--- src/rtl/mdu_ctrl.sv ---
// Multiply/divide unit for the E stage: latches a result at start, counts down the
// busy window, then commits HI/LO. Also serves mfhi/mflo/mthi/mtlo and the D-stage stall.
module mdu_ctrl #(
  parameter int MULT_CYCLES = 5,
  parameter int DIV_CYCLES  = 10
) (
  input  logic        clk,
  input  logic        reset,
  input  logic [3:0]  E_MDU_op,
  input  logic        E_start,
  input  logic [31:0] E_A,
  input  logic [31:0] E_B,
  input  logic        D_use_MDU,
  output logic        busy,
  output logic        stall_req,
  output logic [31:0] E_MDU_result,
  output logic [31:0] HI,
  output logic [31:0] LO
);

  localparam logic [3:0] OP_MULT  = 4'd1;
  localparam logic [3:0] OP_MULTU = 4'd2;
  localparam logic [3:0] OP_DIV   = 4'd3;
  localparam logic [3:0] OP_DIVU  = 4'd4;
  localparam logic [3:0] OP_MFHI  = 4'd5;
  localparam logic [3:0] OP_MFLO  = 4'd6;
  localparam logic [3:0] OP_MTHI  = 4'd7;
  localparam logic [3:0] OP_MTLO  = 4'd8;

  localparam logic [7:0] MULT_LOAD = 8'(MULT_CYCLES);
  localparam logic [7:0] DIV_LOAD  = 8'(DIV_CYCLES);

  typedef enum logic {S_IDLE, S_RUN} state_t;

  state_t      state;
  logic [7:0]  count;
  logic [31:0] pend_hi, pend_lo;
  logic        pend_valid;

  logic        is_md, is_div, signed_op, a_neg, b_neg, res_neg;
  logic [31:0] a_mag, b_mag, div_b, q_mag, r_mag;
  logic [63:0] prod_mag, prod;
  logic [31:0] calc_hi, calc_lo;
  logic        calc_valid;

  // Signed ops work on magnitudes so that 0x80000000 / -1 wraps cleanly to 0x80000000.
  always_comb begin
    is_md      = (E_MDU_op >= OP_MULT) && (E_MDU_op <= OP_DIVU);
    is_div     = (E_MDU_op == OP_DIV) || (E_MDU_op == OP_DIVU);
    signed_op  = (E_MDU_op == OP_MULT) || (E_MDU_op == OP_DIV);
    a_neg      = signed_op & E_A[31];
    b_neg      = signed_op & E_B[31];
    res_neg    = a_neg ^ b_neg;
    a_mag      = a_neg ? (32'd0 - E_A) : E_A;
    b_mag      = b_neg ? (32'd0 - E_B) : E_B;
    prod_mag   = {32'd0, a_mag} * {32'd0, b_mag};
    prod       = res_neg ? (64'd0 - prod_mag) : prod_mag;
    div_b      = (b_mag == 32'd0) ? 32'd1 : b_mag;
    q_mag      = a_mag / div_b;
    r_mag      = a_mag % div_b;
    calc_hi    = prod[63:32];
    calc_lo    = prod[31:0];
    calc_valid = 1'b1;
    if (is_div) begin
      calc_lo    = res_neg ? (32'd0 - q_mag) : q_mag;
      calc_hi    = a_neg ? (32'd0 - r_mag) : r_mag;
      calc_valid = (E_B != 32'd0);
    end
  end

  always_ff @(posedge clk) begin
    if (reset) begin
      state      <= S_IDLE;
      busy       <= 1'b0;
      count      <= 8'd0;
      HI         <= 32'd0;
      LO         <= 32'd0;
      pend_hi    <= 32'd0;
      pend_lo    <= 32'd0;
      pend_valid <= 1'b0;
    end else begin
      case (state)
        S_IDLE: begin
          if (E_start && is_md) begin
            state      <= S_RUN;
            busy       <= 1'b1;
            count      <= is_div ? DIV_LOAD : MULT_LOAD;
            pend_hi    <= calc_hi;
            pend_lo    <= calc_lo;
            pend_valid <= calc_valid;
          end else if (E_MDU_op == OP_MTHI) begin
            HI <= E_A;
          end else if (E_MDU_op == OP_MTLO) begin
            LO <= E_A;
          end
        end
        S_RUN: begin
          if (count == 8'd1) begin
            state <= S_IDLE;
            busy  <= 1'b0;
            count <= 8'd0;
            // A zero divisor leaves HI/LO untouched.
            if (pend_valid) begin
              HI <= pend_hi;
              LO <= pend_lo;
            end
          end else begin
            count <= count - 8'd1;
          end
        end
        default: state <= S_IDLE;
      endcase
    end
  end

  assign stall_req = D_use_MDU & (E_start | busy);

  always_comb begin
    E_MDU_result = 32'd0;
    if (E_MDU_op == OP_MFHI) E_MDU_result = HI;
    else if (E_MDU_op == OP_MFLO) E_MDU_result = LO;
  end

endmodule

--- config.mk ---
export PLATFORM = sky130hd
export DESIGN_NAME = mdu_ctrl
export DESIGN_NICKNAME = d
export VERILOG_FILES = /design/src/rtl/mdu_ctrl.sv
export SDC_FILE = /design/constraint.sdc
export NUM_CORES = 2
export LEC_CHECK = 0
export BUFFER_PORTS_ARGS = -buffer_cell sky130_fd_sc_hd__buf_2
export CORE_UTILIZATION = 45
export CTS_CLUSTER_DIAMETER = 120
export DETAILED_ROUTE_END_ITERATION = 7
export GPL_ROUTABILITY_DRIVEN = 0
export PLACE_DENSITY = 0.63
export SLEW_MARGIN = 10
export SYNTH_ARGS = -nofsm -noshare
export SYNTH_HDL_FRONTEND = slang
export SYNTH_SLANG_ARGS = --single-unit
--- constraint.sdc ---
create_clock -name clk -period 95.4 [get_ports clk]
set_input_delay 0 -clock clk [delete_from_list [all_inputs] [get_ports clk]]
set_output_delay 0 -clock clk [all_outputs]
set_load 0.05 [all_outputs]
==> impl_metrics.py <==
metrics = {
    "timing": {
        "clock.fmax_mhz": 10.8,
        "slew_viol_final": 0,
        "setup_ws_ps": 2930,
        "finalHoldViolCount": 0,
        "period_needed_ps": 92470,
        "tightest_slew_ps": 1290,
        "finalSetupViolations": 0,
        "max_slew_margin": 0.133,
        "skew_ps": 12.5,
        "whs_ps": 53.0,
        "finalCritPeriodShare": 0.969,
    },
    "final_layout": {
        "finalNetCount": 12000,
        "synthToLayoutAreaGrowth_pct": 6.07,
        "drive_gt1_frac": 0.0683,
        "final_cell_count_no_fill": 12500,
        "nFillCells": 16900,
    },
    "critical_path": {
        "worstPathArrival_ps": 92740,
        "crit_fanout": 38,
        "path_common_cell": "ha_1",
        "cp-end-kind": "flop",
        "critPathSlowestCell": "nand4b_4",
        "start_kind": "input port",
        "path_buf_inv": 23,
        "slowest_delay_ps": 800,
        "crit_required_ps": 95680,
        "crit_family": "compound AO/OA/AOI/OAI gates",
        "path_class": "in2reg",
    },
    "worst_hold_path": {
        "hp-class": "in2reg",
    },
    "detailed_routing": {
        "drtPass1Iterations": 8,
        "antenna_left": 0,
        "via_per_inst": 6.54,
        "wirelength_um": 347000,
        "wl_per_cell_um": 27.8,
        "drt_iter0_markers": 10900,
        "drc": 11,
        "vias": 81700,
    },
    "grt": {
        "grt_first_pass_wirelength_um": 508000,
        "grt_usage": 0.397,
        "grt_pass1_vias": 79000,
        "gr-total-overflow": 0,
        "antenna_found_initial": 33,
        "grt_max_degree": 104,
    },
    "floorplan": {
        "ioPinCount": 170,
        "fp.dieH_um": 413,
        "die_w_um": 413,
        "core_area_um2": 168000,
        "start_util": 0.454,
        "num_rows": 150,
        "die_area_um2": 171000,
    },
    "synth": {
        "synthFlopType": "dfxtp_1",
        "synth.net_count": 12100,
        "synth_edf_count": 0,
        "synth_most_common_cell": "nand2_1",
        "synth_seq_cells": 139,
        "netlist_top_cells_area": "fa_1 (24%), ha_1 (13%), nand2_1 (7.6%)",
        "syn_inst": 10400,
        "yosysWarnings": 0,
        "async_flop_share": 0,
        "synth_top_area_share": 0.236,
        "avgSynthCellArea_um2": 7.36,
        "synth.yosys.seq_area_share": 0.0366,
        "synthTopCellsByCount": "nand2_1 (1532), inv_1 (1148), nor2_1 (1110)",
        "yosysTopAreaCell": "fa_1",
        "yosysUniqueCellTypes": 121,
        "syn_area_um2": 76100,
    },
    "placed_design": {
        "pre_cts_slack_ps": 3790,
        "dpl.hpwl_um": 268000,
        "port_buffers": 169,
        "place_inst": 12400,
    },
    "clocking": {
        "cts_tree": "done",
        "cts_buffers": 17,
        "cts_max_path_buffers": 2,
        "root_buffer": "clkbuf_16",
        "postCtsSetupBuffers": 0,
        "cts_sinks": 139,
        "path_clk_slew_ps": 60,
        "worst_skew_pair.late_latency_ps": 440,
        "htree_levels": 4,
    },
    "run_status": {
        "violations": "design-rule violations",
        "status": "complete, but fails checks",
    },
    "job": {
        "max_cap_viol_count": 0,
    },
}
==> sequential cells by signal (all words and copies together), names as in the netlist <==
| register | flops |
|---|---|
| state | 1 |
| LO | 32 |
| busy | 1 |
| pend_valid | 1 |
| count | 8 |
| HI | 32 |
| pend_hi | 32 |
| pend_lo | 32 |
==> stage by stage <==
step	utilization	area (µm²)	TNS, ps
final	0.482	80800	0
after global routing	0.482	80700	-94.8
after floorplan	-	76100	0
after detailed placement	0.477	80000	0
after global placement	0.477	79900	0
after CTS	0.481	80600	0
==> layout by cell type, fill, tap and decap left out, drive strengths merged, types with 24 or more instances in the layout <==
master	Yosys	final
a311oi	31	31
nand2	1534	1534
nor3	208	208
o21ai	387	387
fa	897	897
ha	774	774
inv	1155	1161
o21a	101	101
and4	28	28
or3	100	100
nor2b	107	107
o211ai	69	69
buf	133	379
a21oi	702	703
or2	46	46
o22ai	24	24
o21bai	58	58
nand4	91	91
nand3	176	176
a2111oi	27	27
a21boi	35	35
a22o	40	40
mux2	30	30
a21o	240	240
xnor2	413	413
a211oi	169	169
and2	52	52
a211o	29	29
nor4	66	66
xor2	232	232
nor2	1111	1111
a31oi	146	146
and3	61	61
o31ai	77	77
o31a	25	25
dfxtp	139	139
nand2b	78	78
mux2i	34	34
==> worst paths after layout <==
| kind | start | end | slack, ps | depth (start not counted) |
|---|---|---|---|---|
| worst min register to register | pend_hi[16]$_SDFFE_PP0P_ | pend_hi[16]$_SDFFE_PP0P_ | 460 | 2 |
| worst max-delay path | E_B[0] | pend_hi[30]$_SDFFE_PP0P_ | 2930 | 358 |
| worst max register to register | state$_SDFF_PP0_ | pend_lo[18]$_SDFFE_PP0P_ | 91990 | 7 |
| worst min-delay path | reset | pend_lo[4]$_SDFFE_PP0P_ | 50 | 2 |
==> layout make-up <==
| cell class | instances | area [µm²] | area share |
|---|---|---|---|
| multi-input combinational | 8560 | 67800 | 0.840 |
| inverter | 1160 | 4350 | 0.0539 |
| sequential | 139 | 2790 | 0.0345 |
| tap | 2204 | 2760 | 0.0341 |
| timing repair buffer | 379 | 2430 | 0.0301 |
| clock buffer | 20 | 468 | 0.00579 |
| clock inverter | 12 | 128 | 0.00158 |
| antenna | 15 | 37.5 | 0.000465 |
==> kinds of logic (layout without fill, tap and decap cells) <==
family	count (synthesis)	count (layout)	synth area share
mux	65	65	0.00920
buf+inv	1652	1571	0.0842
compound gates	2417	2418	0.210
xor+xnor	645	645	0.0744
simple gates	3761	3761	0.222
other cells	0	15	0
flops	139	139	0.0366
fa+ha+maj	1671	1671	0.363
==> metal layers <==
| layer | part of all wire | GRT usage | routed length [µm] | vias to the layer above |
|---|---|---|---|---|
| met5 | 0.00095 | 0 | 329 | - |
| met4 | 0.094 | 0.292 | 32500 | 32 |
| met1 | 0.36 | 0.480 | 124000 | 39100 |
| met3 | 0.14 | 0.136 | 48700 | 1685 |
| li1 | - | - | - | 35000 |
| met2 | 0.41 | 0.584 | 141000 | 5793 |
==> repair_timing <==
| item | in CTS | in global routing |
|---|---|---|
| hold buffers | 0 | 0 |
| gates resized for setup | 0 | 29 |
| setup endpoints to repair | 0 | 64 |
Power is not shown: default switching activity piles up to over one toggle a cycle in this logic, so the estimate is an artifact.
